<file path="config.mk">
export PLATFORM = sky130hd
export DESIGN_NAME = wb_retire_stage
export DESIGN_NICKNAME = d
export VERILOG_FILES = /design/src/rtl/wb_retire_stage.sv
export SDC_FILE = /design/constraint.sdc
export NUM_CORES = 1
export LEC_CHECK = 0
export BUFFER_PORTS_ARGS = -buffer_cell sky130_fd_sc_hd__buf_2
export CAP_MARGIN = 40
export CORE_MARGIN = 3
export CORE_UTILIZATION = 31
export CTS_BUF_LIST = sky130_fd_sc_hd__clkbuf_4 sky130_fd_sc_hd__clkbuf_8
export DETAILED_ROUTE_END_ITERATION = 12
export PLACE_DENSITY_LB_ADDON = 0.05
export SETUP_SLACK_MARGIN = 0.2
export SLEW_MARGIN = 20
export SYNTH_ARGS = -nofsm -noshare
export SYNTH_HDL_FRONTEND = slang
export SYNTH_SLANG_ARGS = --single-unit
</file>
<file path="constraint.sdc">
create_clock -name clk -period 6.8 [get_ports clk]
set_input_delay 0.34 -clock clk [delete_from_list [all_inputs] [get_ports clk]]
set_output_delay 0.34 -clock clk [all_outputs]
set_load 0.02 [all_outputs]
</file>
<file path="src/rtl/wb_retire_stage.sv">
// Dual-line writeback/retire stage: drives two regfile write ports combinationally
// and queues one trace entry per retiring line for an in-order debug consumer.
module wb_retire_stage #(
   parameter int FIFO_DEPTH = 4,
   parameter int PC_W       = 32
) (
   input  logic                          clk,
   input  logic                          rst_n,
   input  logic                          line1_now_valid_i,
   input  logic                          line2_now_valid_i,
   input  logic [PC_W-1:0]               line1_pc_i,
   input  logic [PC_W-1:0]               line2_pc_i,
   input  logic                          line1_rf_we_i,
   input  logic                          line2_rf_we_i,
   input  logic [4:0]                    line1_rf_waddr_i,
   input  logic [4:0]                    line2_rf_waddr_i,
   input  logic [PC_W-1:0]               line1_rf_wdata_i,
   input  logic [PC_W-1:0]               line2_rf_wdata_i,
   output logic                          now_allowin_o,
   output logic                          rf_we1_o,
   output logic                          rf_we2_o,
   output logic [4:0]                    rf_waddr1_o,
   output logic [4:0]                    rf_waddr2_o,
   output logic [PC_W-1:0]               rf_wdata1_o,
   output logic [PC_W-1:0]               rf_wdata2_o,
   input  logic                          debug_ready_i,
   output logic                          debug_wb_valid_o,
   output logic [PC_W-1:0]               debug_wb_pc_o,
   output logic [3:0]                    debug_wb_rf_we_o,
   output logic [4:0]                    debug_wb_rf_wnum_o,
   output logic [PC_W-1:0]               debug_wb_rf_wdata_o,
   output logic [$clog2(FIFO_DEPTH):0]   fifo_count_o
);

   localparam int AW = $clog2(FIFO_DEPTH);
   localparam int CW = AW + 1;

   typedef struct packed {
      logic [PC_W-1:0] pc;
      logic            we;
      logic [4:0]      waddr;
      logic [PC_W-1:0] wdata;
   } trace_t;

   trace_t          mem [FIFO_DEPTH];
   trace_t          head;
   logic [AW-1:0]   wr_ptr;
   logic [AW-1:0]   rd_ptr;
   logic [CW-1:0]   count;
   logic            retire1;
   logic            retire2;
   logic            pop;
   logic [1:0]      n_push;
   logic [CW:0]     occ_after;

   // Credit comes only from the registered count so a dual push always fits.
   assign now_allowin_o = (count <= CW'(FIFO_DEPTH - 2));
   assign retire1       = line1_now_valid_i & now_allowin_o;
   assign retire2       = line2_now_valid_i & now_allowin_o;

   assign rf_we2_o    = retire2 & line2_rf_we_i & (line2_rf_waddr_i != 5'd0);
   assign rf_we1_o    = retire1 & line1_rf_we_i & (line1_rf_waddr_i != 5'd0)
                      & ~(rf_we2_o & (line1_rf_waddr_i == line2_rf_waddr_i));
   assign rf_waddr1_o = line1_rf_waddr_i;
   assign rf_waddr2_o = line2_rf_waddr_i;
   assign rf_wdata1_o = line1_rf_wdata_i;
   assign rf_wdata2_o = line2_rf_wdata_i;

   assign n_push    = {1'b0, retire1} + {1'b0, retire2};
   assign pop       = debug_wb_valid_o & debug_ready_i;
   assign occ_after = {1'b0, count} + (CW+1)'(n_push);

   always_ff @(posedge clk or negedge rst_n) begin
      if (!rst_n) begin
         wr_ptr <= '0;
         rd_ptr <= '0;
         count  <= '0;
      end else begin
         wr_ptr <= wr_ptr + AW'(n_push);
         rd_ptr <= rd_ptr + AW'(pop);
         count  <= count + CW'(n_push) - CW'(pop);
      end
   end

   // Line1 is older, so it takes the lower slot when both retire.
   always_ff @(posedge clk) begin
      if (retire1)
         mem[wr_ptr] <= {line1_pc_i, line1_rf_we_i, line1_rf_waddr_i, line1_rf_wdata_i};
      if (retire2)
         mem[retire1 ? wr_ptr + AW'(1) : wr_ptr] <=
            {line2_pc_i, line2_rf_we_i, line2_rf_waddr_i, line2_rf_wdata_i};
   end

   assign head                = mem[rd_ptr];
   assign debug_wb_valid_o    = (count != '0);
   assign debug_wb_pc_o       = debug_wb_valid_o ? head.pc : '0;
   assign debug_wb_rf_wnum_o  = debug_wb_valid_o ? head.waddr : 5'd0;
   assign debug_wb_rf_wdata_o = debug_wb_valid_o ? head.wdata : '0;
   assign debug_wb_rf_we_o    = (debug_wb_valid_o & head.we & (head.waddr != 5'd0)) ? 4'hF : 4'h0;
   assign fifo_count_o        = count;

   a_no_overflow: assert property (@(posedge clk) disable iff (!rst_n)
      occ_after <= (CW+1)'(FIFO_DEPTH));

endmodule

</file>
==> results of run 1 <==
[placed cells by master (no fill, tap or decap), types with 2 or more instances in the layout]
| cell | Yosys | routed |
|---|---|---|
| sky130_fd_sc_hd__clkinv_1 | 0 | 8 |
| sky130_fd_sc_hd__buf_2 | 16 | 298 |
| sky130_fd_sc_hd__nor2_1 | 3 | 3 |
| sky130_fd_sc_hd__xor2_1 | 5 | 5 |
| sky130_fd_sc_hd__buf_16 | 0 | 3 |
| sky130_fd_sc_hd__a21o_4 | 0 | 4 |
| sky130_fd_sc_hd__clkbuf_8 | 0 | 56 |
| sky130_fd_sc_hd__mux4_2 | 70 | 70 |
| sky130_fd_sc_hd__xnor2_1 | 5 | 5 |
| sky130_fd_sc_hd__nand2_4 | 0 | 2 |
| sky130_fd_sc_hd__nand2_1 | 6 | 4 |
| sky130_fd_sc_hd__nor3_1 | 2 | 2 |
| sky130_fd_sc_hd__clkinv_2 | 0 | 2 |
| sky130_fd_sc_hd__clkbuf_4 | 0 | 26 |
| sky130_fd_sc_hd__a21oi_1 | 2 | 2 |
| sky130_fd_sc_hd__edfxtp_1 | 280 | 280 |
| sky130_fd_sc_hd__dfrtp_4 | 0 | 2 |
| sky130_fd_sc_hd__diode_2 | 0 | 4 |
| sky130_fd_sc_hd__a211o_1 | 3 | 3 |
| sky130_fd_sc_hd__nand4_1 | 2 | 2 |
| sky130_fd_sc_hd__ha_1 | 10 | 10 |
| sky130_fd_sc_hd__mux2_2 | 261 | 261 |
| sky130_fd_sc_hd__clkinvlp_4 | 0 | 3 |
| sky130_fd_sc_hd__inv_1 | 9 | 9 |
| sky130_fd_sc_hd__dlygate4sd3_1 | 0 | 83 |
| sky130_fd_sc_hd__mux2_1 | 19 | 19 |
| sky130_fd_sc_hd__buf_4 | 85 | 12 |
| sky130_fd_sc_hd__or4_1 | 2 | 2 |
| sky130_fd_sc_hd__and2_1 | 71 | 71 |
| sky130_fd_sc_hd__dfrtp_1 | 7 | 5 |
[per-stage QoR]
| step | total power [mW] | util [%] | worst slack, ps |
|---|---|---|---|
| 3_3_place_gp | 6.09 | 34.6 | 3240 |
| 6_report | 7.70 | 38.8 | 2730 |
| 2_1_floorplan | 4.98 | - | 3300 |
| 3_5_place_dp | 6.14 | 34.9 | 3250 |
| 5_1_grt | 8.19 | 38.7 | 2520 |
| 4_1_cts | 7.90 | 38.7 | 2740 |
[how the worst max path moves through the flow]
| stage | to | start | depth (start not counted) |
|---|---|---|---|
| 3_3_place_gp | mem[1][45] | fifo_count_o[1] | 6 |
| 4_1_cts | mem[0][23] | fifo_count_o[1] | 7 |
| 6_report | mem[0][23] | fifo_count_o[1] | 7 |
| 3_5_place_dp | mem[1][46] | fifo_count_o[1] | 7 |
| 5_1_grt | mem[0][23] | fifo_count_o[1] | 7 |
| 2_1_floorplan | mem[0][0] | wr_ptr[0] | 6 |
[power by group through the flow]
stage | Combinational, mW | Clock [mW] | Sequential (mW)
floorplan | 2.31 | 0 | 2.67
finish | 3.31 | 1.65 | 2.74
global placement | 3.24 | 0 | 2.85
global route | 3.59 | 1.80 | 2.79
CTS | 3.42 | 1.72 | 2.76
detailed placement | 3.35 | 0 | 2.80
[layer usage]
layer | global-route usage (%) | routed length (um)
met1 | 21.6 | 18600
met2 | 29.3 | 22000
met3 | 3.78 | 2310
met4 | 3.99 | 787
met5 | 0 | 0
[registers in the layout, summed over array words and instances (netlist names)]
| register | cells |
|---|---|
| rd_ptr | 2 |
| wr_ptr | 2 |
| mem | 280 |
| fifo_count_o | 3 |
[kinds of logic after synthesis]
family	synth area share (%)
adder cells (fa/ha/maj)	0.955
XOR/XNOR	0.576
buffers and inverters	6.53
AND/OR/NAND/NOR	3.53
AO/OA/AOI/OAI	0.782
flip-flops	56.5
multiplexers	31.1
[critical path, stage by stage, from the launching register on]
cell	delay, ps
sky130_fd_sc_hd__dfrtp_1	400
sky130_fd_sc_hd__a21oi_1	620
sky130_fd_sc_hd__nand2_1	340
sky130_fd_sc_hd__a21oi_4	220
sky130_fd_sc_hd__buf_4	490
sky130_fd_sc_hd__buf_4	710
sky130_fd_sc_hd__mux2_2	400
sky130_fd_sc_hd__dlygate4sd3_1	550
[final cells by class]
class	instances	area share [%]
Clock buffer	82	5.19
Antenna cell	4	0.0538
Multi-Input combinational cell	475	30.5
Clock inverter	13	0.336
Tap cell	615	4.13
Sequential cell	287	46.1
Inverter	9	0.181
Timing Repair Buffer	397	13.5
==> summary by stage, run 1 <==
CTS
The number of buffers inserted for hold repair after clock tree synthesis is 83. The tree is rooted in a sky130_fd_sc_hd__clkbuf_8. The H-tree was split into 2 levels.

The post-CTS setup-driven buffer insertion count is 0. TritonCTS built the clock tree. The post-CTS resize count is 0. After clock tree synthesis, the clock-pin slew on the worst setup and hold paths is 60 ps.

The total clock buffers created by CTS is 55. The maximum buffer depth of the clock tree is 3. For this design, the sink count on the clock tree is 287.

For the worst-skew pair, the clock arrives at the later sink with an insertion delay of 640 ps.

Yosys
Counting flops with a built-in enable in the synthesized netlist gives 280. Counting instances in the post-synthesis netlist gives the leading cell types as 280 x sky130_fd_sc_hd__edfxtp_1, 261 x sky130_fd_sc_hd__mux2_2, 85 x sky130_fd_sc_hd__buf_4. The most used flip-flop cell after synthesis is sky130_fd_sc_hd__edfxtp_1.

The sequential area share after synthesis is 56.5%. The average cell area after synthesis is about 17 um2. The count of mapped cells out of synthesis is 906. The most common cell in the synthesized netlist is sky130_fd_sc_hd__edfxtp_1. The cell area after technology mapping is ~0.015 mm2.

The number of distinct library cell variants in the gate-level netlist after synthesis is 32. The Yosys step of the flow raised 0 warnings. The synthesized design spends more area on one cell type than any other, namely sky130_fd_sc_hd__edfxtp_1.

The number of synthesized register bits is around 290. The share of the synthesized area in the top cell type is 55.3%. The fraction of synthesis flops using an asynchronous set or reset pin is 2.44%.

Counting every net in the synthesized netlist gives 1062. After synthesis, the cell types taking the most area are sky130_fd_sc_hd__edfxtp_1 55%, sky130_fd_sc_hd__mux2_2 19%, sky130_fd_sc_hd__mux4_2 10%.

STA
The worst hold slack is 69.8 ps. The worst pin sits at a relative slew slack of 42.8%. The final-report hold violation count is 0. The minimum period implied by the final worst setup slack is 4070 ps. Derived from the worst setup path, the maximum achievable clock frequency is 246 MHz. At the pin with the least slew margin, the transition time is 858 ps. The count of final max-slew check failures is 0. Setup repair after global routing left no endpoint under its margin. For the final database, setup skew stands at 27.0 ps. The fraction of the cycle the final worst path needs is 59.9%. The final setup violation count is 0.

The total negative slack is 0 ps.

Route
The count of antenna-violating nets left after detailed routing is 0. For this run, design rule violations remaining after detail routing come to 0. The detailed-route via count is 9003. Dividing the detail-routed wire length by the instance count gives 23.2 um.

For this block, the initial DRC count from the detailed router was 487. The number of iterations in the first detailed-routing pass is 4. The overall routed net length is 43700 um. Dividing the detail-routed via count by the number of cells gives 4.78.

Power and ir drop
The internal power component is between 4 and 5 mW. For this design the static power due to leakage is just under 7 nW. The power density normalized to cell area is 413 mW/mm2.

The analysis attributes to net switching a power of 2.86 mW. Per report_power, the sequential group accounts for 35.7% of the total. The fraction of power consumed by the clock network is 21.4%.

The maximum resistive drop on vdd is 0.177 mV. In this run switching power makes up 37.1% of total power. Of the total power, combinational logic draws 43.0%.

Setup path
The launching point of the worst reg2reg path is fifo_count_o[1]. The arrival time of the worst setup path is approximately 4500 ps. Counting cells, the worst reg-to-reg path comes to 7. The critical path class is reg2reg. The kind of start point of the critical path is a register. STA classifies the critical path endpoint as a register.

At the worst endpoint, the required time is 7190 ps. For flop-to-flop paths, the worst setup slack is 2730 ps. In this run the critical register-to-register path is captured at mem[0][23]. Of all nets on the critical path, the largest fanout is 40.

Placed design
The area after detailed placement is 0.0167 mm2. Detailed placement ended at an HPWL of between 20000 and 30000 um. After detailed placement, the design holds a cell count of 1700. The final weighted congestion of routability-driven global placement is 0.731.

In this run the tool buffered the top-level ports with 298 buffer cells.

Floorplanning
The initial core utilization is 31.6%. The floorplan has 80 rows. The I/O pin count is 299. The die is roughly 230 um wide. In this run the standard cell core region covers about 0.048 mm2. The area enclosed by the die boundary is approximately 0.052 mm2. The die is 227 um tall.

Final layout
Cells with a size suffix above 1 make up ~59% of the layout. After the flow finishes, the layout carries non-filler instances totaling roughly 1900. The relative area change from synthesis to final layout is 22.5%.

The filler cell count in the final layout is 4514. For this run, the post-layout net count is 1381. The sequential cells in the finished layout cover a total of 0.00859 mm2. The final non-filler cell area is 0.0186 mm2.

The multi-input combinational cells in the finished layout cover a total of 0.00567 mm2.

Global routing
The via count of the first global-routing pass came to 9775. Entering global routing, the biggest net connects 52 pins. The global-route wire length before repair is 63800 um. The global-route congestion overflow total is 0.

The global-route usage over all layers is ~17%. The initial antenna violation count was 4.

Hold path
The tightest min-delay check is of the in2async type.

Outcome
The flow ran to the end, and the final reports show no timing, DRC or antenna violations.

Flow run
Across the run, the number of max-cap violations was 0.
Power figures use the tool's default switching activity.
==> run 2, diff against run 1 <==
==> constraint.sdc (replaced) <==
create_clock -name clk -period 4.15 [get_ports clk]
set_input_delay 0.2075 -clock clk [delete_from_list [all_inputs] [get_ports clk]]
set_output_delay 0.2075 -clock clk [all_outputs]
set_load 0.02 [all_outputs]
==> run 2 against run 1 <==
First-iteration DRC count decreased by 23%. Combinational power is 73% higher. Clock skew is 13 ps lower. Sequential cell count did not move. Sequential power rose by 61%. Core utilization increased by 2.9 points. Worst hold slack got worse by 14 ps. Critical path type unchanged. Largest cell class unchanged.
==> summary by stage, run 2 (synthesized netlist as in run 1, its figures left out) <==
Power and ir drop
The share of total power in sequential cells was 34.1% (-1.6 points). The maximum resistive drop on vdd is 0.290 mV (+64%). The fraction of power consumed by the clock network is 21.5% (about the same). The combinational power share is 44.4% (+1.4 points). The proportion of total power due to net switching was 36.6% (-0.56 points). The net switching power is 4.71 mW (+65%). The standby leakage power is 7.37 nW (+8.6%). The internal power component came to 8.17 mW (+69%). The power density normalized to cell area is 644 mW/mm2 (+56%).

Final layout
In the layout the commonest cells are 298 x sky130_fd_sc_hd__buf_2, 280 x sky130_fd_sc_hd__edfxtp_1, 261 x sky130_fd_sc_hd__mux2_2. The layout cell share with drive strength beyond 1 was 53.7% (-5.1 points). The count of nets after finishing is 1511 (+9.4%). The relative area change from synthesis to final layout is 31.6%. The final non-filler cell area is 0.0200 mm2 (+7.4%). The number of non-filler instances in the completed layout is 2013 (+7.0%).

The most common cell after layout, fill and taps aside is sky130_fd_sc_hd__buf_2. The register with the highest flop count is mem. The filler cell count in the final layout is 4492 (-0.49%). The number of flip-flops under the largest register name was 280 (unchanged).

STA
The headroom to the max-slew limit is 63.3% (+21 points). The fmax came to 285 MHz (+16%). The total negative slack was 0 ps (unchanged). The pin slew with the least headroom to its limit came to 550 ps (-308 ps). The final setup violation count is 0 (unchanged). The smallest setup slack after layout is 644 ps (-2090 ps).

The final worst clock skew came to 14.1 ps (-12.9 ps). The final-report hold violation count came to 0 (unchanged). Setup repair after global routing left no endpoint under its margin. The fraction of the cycle the final worst path needs was 84.5% (+25 points). The minimum period implied by the final worst setup slack is 3510 ps (-565 ps). The count of final max-slew check failures is 0 (unchanged).

Route
The routed length per instance is 22.0 um (-5.4%). The count of antenna-violating nets left after detailed routing is 0 (unchanged). The met1 wire length is 18900 um (+1.6%). The starting DRC count in detailed routing is 375 (-23%). The number of iterations in the first detailed-routing pass is 4 (unchanged). The post-detailed-route via-to-cell ratio is 4.72 (-1.3%). The overall routed net length came to 44200 um (+1.2%). The number of remaining DRC errors is 0 (unchanged). The routed wire length on met2 is 22400 um (+2.0%). The detailed-route via count is 9505 (+5.6%). The total met3 wirelength after detailed routing was 1990 um (-14%). The top layer reached by signal wires is met4.

Global routing
The global-route congestion overflow total is 0 (unchanged). The pin count of the biggest net entering global routing is 71 (+37%). The via count of the first global-routing pass is 10573 (+8.2%). The global-route usage over all layers is 17.2% (+0.33 points). The initial antenna violation count is 1 (-3). The global-route wire length before repair is 66100 um (+3.5%).

Floorplanning
The initial core utilization is 31.6% (unchanged). The area enclosed by the die boundary is 0.0517 mm2 (unchanged). The die span in x came to 227 um (unchanged). The area of the placeable core is 0.0480 mm2 (unchanged). The vertical die dimension came to 227 um (unchanged).

The site row count was 80 (unchanged). The I/O pin count is 299 (unchanged).

Placed design
The number of input and output port buffers inserted is 298 (unchanged). The pre-CTS setup slack is 972 ps (-2280 ps). The area after detailed placement is 0.0168 mm2 (+0.39%). The estimated wirelength of the detail-placed design is 25500 um (-0.90%). The number of cells after detailed placement is 1704 (+0.24%). The final weighted congestion of routability-driven global placement came to 0.706 (-3.4%).

CTS
The number of H-tree levels is 2 (unchanged). The number of sinks on the clock net is 287 (unchanged). The total clock buffers created by CTS came to 54 (-1.8%). The clock network latency to the later pin of the worst-skew pair came to 630 ps (about the same). The clock-pin slew of the registers on the worst-case setup and hold paths is 60 ps (about the same).

The maximum buffer depth of the clock tree was 3 (unchanged). TritonCTS built the clock tree. The root buffer cell chosen for the clock tree is sky130_fd_sc_hd__clkbuf_8.

Setup path
STA classifies the critical path startpoint as a register. The critical path class is reg2reg. The type of element capturing the critical path is a register. The biggest fanout along the worst timing path came to 29 (-28%). The arrival time of the worst setup path was 3880 ps (-580 ps). The required time of the critical path was 4520 ps (-2670 ps).

Outcome
The flow ran to the end, and the final reports show no timing, DRC or antenna violations.

Hold path
The worst hold path belongs to the class in2reg.

Flow run
The number of max-capacitance violations reported is 0 (unchanged).
## run 2: area by class of cell
| cell class | instances | area, um2 | area share, % |
|---|---|---|---|
| Tap cell | 615 | 769 | 3.85 |
| Multi-Input combinational cell | 475 | 5680 | 28.4 |
| Clock inverter | 15 | 96.3 | 0.482 |
| Sequential cell | 287 | 8590 | 43.0 |
| Clock buffer | 83 | 961 | 4.81 |
| Antenna cell | 1 | 2.50 | 0.0125 |
| Timing Repair Buffer | 528 | 3870 | 19.3 |
| Inverter | 9 | 33.8 | 0.169 |
## run 2: routing by layer
layer	track usage [%]	up-vias
met4	4.86	0
met3	2.98	64
li1	-	4382
met2	30.4	241
met1	21.8	4818
met5	0	-
## run 2: worst paths after layout
kind	slack [ps]	from	cells past startpoint	to
min	60	line2_rf_waddr_i[2]	2	mem[1][34]
min in group asynchronous	560	rst_n	3	rd_ptr[1]
max in group asynchronous	3290	rst_n	3	rd_ptr[0]
min reg2reg	530	fifo_count_o[2]	1	fifo_count_o[2]
max reg2reg	640	wr_ptr[0]	8	mem[1][42]
max	640	wr_ptr[0]	8	mem[1][42]
## run 2: what timing repair did
action                     CTS  global route
setup endpoints to repair    0             2
hold endpoints to repair   282             0
gates resized for setup      0             1
buffers inserted             0             0
hold buffers               209             0
## run 2: power by group through the flow
stage                     clock network, mW  registers [mW]  logic (mW)
final                                  2.77            4.40        5.72
after floorplan                           0            4.37        3.79
after detailed placement                  0            4.57        5.50
after CTS                              2.87            4.52        5.76
after global placement                    0            4.57        5.47
after global routing                   2.98            4.47        6.22
## run 2: critical path, stage by stage, from the launching register on
cell and delay (ps):
sky130_fd_sc_hd__dfrtp_1 510, sky130_fd_sc_hd__inv_1 170, sky130_fd_sc_hd__ha_1 360, sky130_fd_sc_hd__nor2_1 110
sky130_fd_sc_hd__and3_1 180, sky130_fd_sc_hd__o21a_4 490, sky130_fd_sc_hd__buf_4 470, sky130_fd_sc_hd__mux2_2 380
sky130_fd_sc_hd__dlygate4sd3_1 560
## run 2: through the flow
stage	util (%)	total power [mW]	hold WS (ps)
global placement	34.9	10.0	61.7
floorplan	-	8.16	-88.1
detailed placement	35.0	10.1	61.4
finish	41.6	12.9	55.5
global route	41.6	13.7	48.5
CTS	41.6	13.1	0.948
==> run 3, diff against run 2 <==
==> constraint.sdc (replaced) <==
create_clock -name clk -period 3.05 [get_ports clk]
set_input_delay 0.1525 -clock clk [delete_from_list [all_inputs] [get_ports clk]]
set_output_delay 0.1525 -clock clk [all_outputs]
set_load 0.02 [all_outputs]
==> run 3 against run 2 <==
Routed wire length is 0.79% higher. Non-clock buffer count is 35 lower. Sequential share of layout area is 0.61 points higher. Die area stayed put. Via count is 1.4% lower. Final cell count is 1.5% lower. Power is 36% higher. Setup slack worse by 260 ps. Critical path type unchanged.
==> summary by stage, run 3 (synthesized netlist as in run 1, its figures left out) <==
Final layout
The filler cell count in the final layout is 4503 (+0.24%). The relative area change from synthesis to final layout is 29.8%. More flip-flops sit in one register than any other, and that register is mem.

The sequential cell area in the final layout was 0.00859 mm2 (about the same). The count of nets after finishing is 1478 (-2.2%). The final core utilization is 41.0% (-0.58 points). The multi-input gate area in the final layout is 0.00568 mm2 (+0.15%). The number of flip-flops under the largest register name came to 280 (unchanged). Leaving out fill and tap cells, the most frequent cell in the layout is sky130_fd_sc_hd__buf_2. In the layout the commonest cells are 298 x sky130_fd_sc_hd__buf_2, 280 x sky130_fd_sc_hd__edfxtp_1, 261 x sky130_fd_sc_hd__mux2_2. The layout cell share with drive strength beyond 1 is 55.9% (+2.2 points).

CTS
The total clock buffers created by CTS was 55 (+1.9%). The clock-pin slew of the registers on the worst-case setup and hold paths is 50 ps (about the same). TritonCTS built the clock tree. The tree is rooted in a sky130_fd_sc_hd__clkbuf_8.

The number of sinks on the clock net is 287 (unchanged). The maximum buffer depth of the clock tree is 3 (unchanged). The number of H-tree levels is 2 (unchanged). The clock network latency to the later pin of the worst-skew pair is 640 ps (about the same).

Placed design
The estimated wirelength of the detail-placed design was 26600 um (+4.3%). The final weighted congestion of routability-driven global placement is 0.699 (-0.96%). The number of input and output port buffers inserted is 298 (unchanged).

Power and ir drop
The maximum resistive drop on vdd is 0.410 mV (+41%). The share of total power in sequential cells is 34.1% (about the same). The proportion of total power due to net switching is 36.7% (+0.17 points). The internal power component is 11.1 mW (+36%). The net switching power is 6.44 mW (+37%). The standby leakage power is 7.26 nW (-1.4%).

The fraction of power consumed by the clock network is 21.0% (-0.5 points). The power density normalized to cell area is 889 mW/mm2 (+38%). The combinational power share is 44.9% (+0.5 points).

STA
The final-report hold violation count is 0 (unchanged). The total negative slack came to 0 ps (unchanged). The pin slew with the least headroom to its limit is 513 ps (-36.9 ps). The final setup violation count was 0 (unchanged). Setup repair after global routing left no endpoint under its margin. The fraction of the cycle the final worst path needs is 87.4% (+2.9 points). The final worst clock skew is 30.7 ps (+16.6 ps).

The headroom to the max-slew limit is 65.8% (+2.5 points). The fmax is 375 MHz (+32%). The count of final max-slew check failures is 0 (unchanged). The minimum period implied by the final worst setup slack is 2670 ps (-841 ps).

Floorplanning
The initial core utilization is 31.6% (unchanged). The vertical die dimension is 227 um (unchanged). The area enclosed by the die boundary is 0.0517 mm2 (unchanged).

The area of the placeable core came to 0.0480 mm2 (unchanged). The site row count is 80 (unchanged). The I/O pin count is 299 (unchanged). The die span in x is 227 um (unchanged).

Route
The number of iterations in the first detailed-routing pass is 6 (+2). The starting DRC count in detailed routing is 347 (-7.5%). The count of antenna-violating nets left after detailed routing is 0 (unchanged). The detailed-route via count came to 9374 (-1.4%). The overall routed net length came to 44600 um (+0.79%).

The post-detailed-route via-to-cell ratio was 4.73 (+0.11%). The number of remaining DRC errors is 0 (unchanged). The routed length per instance is 22.5 um (+2.3%).

Setup path
The arrival time of the worst setup path was 3030 ps (-850 ps). The worst setup path is launched from a register. The launching element of the worst setup path is wr_ptr[1]. The critical path class is reg2reg. The startpoint identified for the worst register-to-register timing path is wr_ptr[1]. The biggest fanout along the worst timing path is 15 (-48%). The worst stage delay on the critical path was 560 ps (about the same). The type of element capturing the critical path is a register. The cell with the biggest individual delay on the critical path is sky130_fd_sc_hd__dlygate4sd3_1. The required time of the critical path is 3420 ps (-1100 ps). Traced cell by cell, the critical path runs through inv_1 -> ha_1 -> nand4_1 -> a21o_4 -> mux2_1 -> dlygate4sd3_1.

Global routing
The initial antenna violation count was 2 (+1). The pin count of the biggest net entering global routing is 53 (-25%). The global-route wire length before repair came to 66100 um (about the same). The global-route congestion overflow total is 0 (unchanged).

The global-route usage over all layers is 17.2% (+0.021 points). The via count of the first global-routing pass came to 10437 (-1.3%).

Hold path
In this run the most critical hold path is launched from line1_now_valid_i. In this run the worst hold path is classified as in2reg.

Flow run
The number of max-capacitance violations reported is 0 (unchanged).

Outcome
The run finished with clean final reports.
==> run 3: cell types whose count changed in the layout (fill, tap and decap cells not counted), moves of 2 or more <==
| cell | delta |
|---|---|
| sky130_fd_sc_hd__dlygate4sd3_1 | -51 |
| sky130_fd_sc_hd__buf_12 | +11 |
| sky130_fd_sc_hd__clkinv_1 | +8 |
| sky130_fd_sc_hd__buf_4 | +6 |
| sky130_fd_sc_hd__clkbuf_4 | -5 |
| sky130_fd_sc_hd__clkbuf_8 | +2 |
==> run 3: power groups by stage <==
stage / registers, mW / clock network [mW] / logic [mW]
after floorplan: 5.89 / 0 / 5.17
after global placement: 6.15 / 0 / 7.69
after detailed placement: 6.15 / 0 / 7.73
after CTS: 6.02 / 3.84 / 8.04
after global routing: 6.07 / 4.01 / 8.56
final: 5.97 / 3.68 / 7.87
==> run 3: metal layers <==
metal / GRT usage [%] / vias up / share of wire, %
met2: 29.9 / 257 / 50
met5: 0 / - / 0
met4: 4.62 / 0 / 1.7
met3: 3.24 / 62 / 4.8
met1: 22.3 / 4739 / 43
li1: - / 4316 / -
==> run 3: path summary, 6_finish.rpt <==
check	endpoint	slack [ps]	depth (start not counted)
max reg2reg	mem[3][60]	380	6
max	mem[3][60]	380	6
min in group asynchronous	fifo_count_o[2]	510	3
max in group asynchronous	rd_ptr[1]	2230	3
min reg2reg	fifo_count_o[2]	510	1
min	wr_ptr[0]	180	4
==> run 3: worst max-delay path, delay by kind of cell (launching register included) <==
family	cells	cell delay, ps
simple gates	1	180
flops	1	460
mux	1	360
fa+ha+maj	1	340
buf+inv	2	690
compound gates	1	390
==> run 3: what timing repair did <==
| action | 4_1_cts | 5_1_grt |
|---|---|---|
| hold buffers | 158 | 0 |
| endpoints found under the hold margin | 289 | 0 |
| setup endpoints to repair | 53 | 16 |
| cloned | 0 | 1 |
| setup buffers | 1 | 6 |
| gates resized for setup | 1 | 1 |
| pin swaps | 0 | 1 |
==> run 3: through the flow <==
| stage | worst slack [ps] | instance area [um2] | hold slack [ps] | power, mW | cells |
|---|---|---|---|---|---|
| detailed placement | 439 | 17000 | 10.2 | 13.9 | 1714 |
| floorplan | 247 | 15200 | -143 | 11.1 | 906 |
| finish | 385 | 19700 | 177 | 17.5 | 1983 |
| global route | 211 | 19700 | 175 | 18.6 | 1982 |
| CTS | 221 | 19700 | 117 | 17.9 | 1974 |
| global placement | 488 | 17000 | 3.47 | 13.8 | 1713 |
==> run 3: final cells by class <==
cell class / count / share of cell area [%]
Clock buffer: 80 / 4.82
Clock inverter: 21 / 0.450
Antenna cell: 2 / 0.0254
Inverter: 9 / 0.171
Sequential cell: 287 / 43.6
Tap cell: 615 / 3.90
Multi-Input combinational cell: 476 / 28.8
Timing Repair Buffer: 493 / 18.2
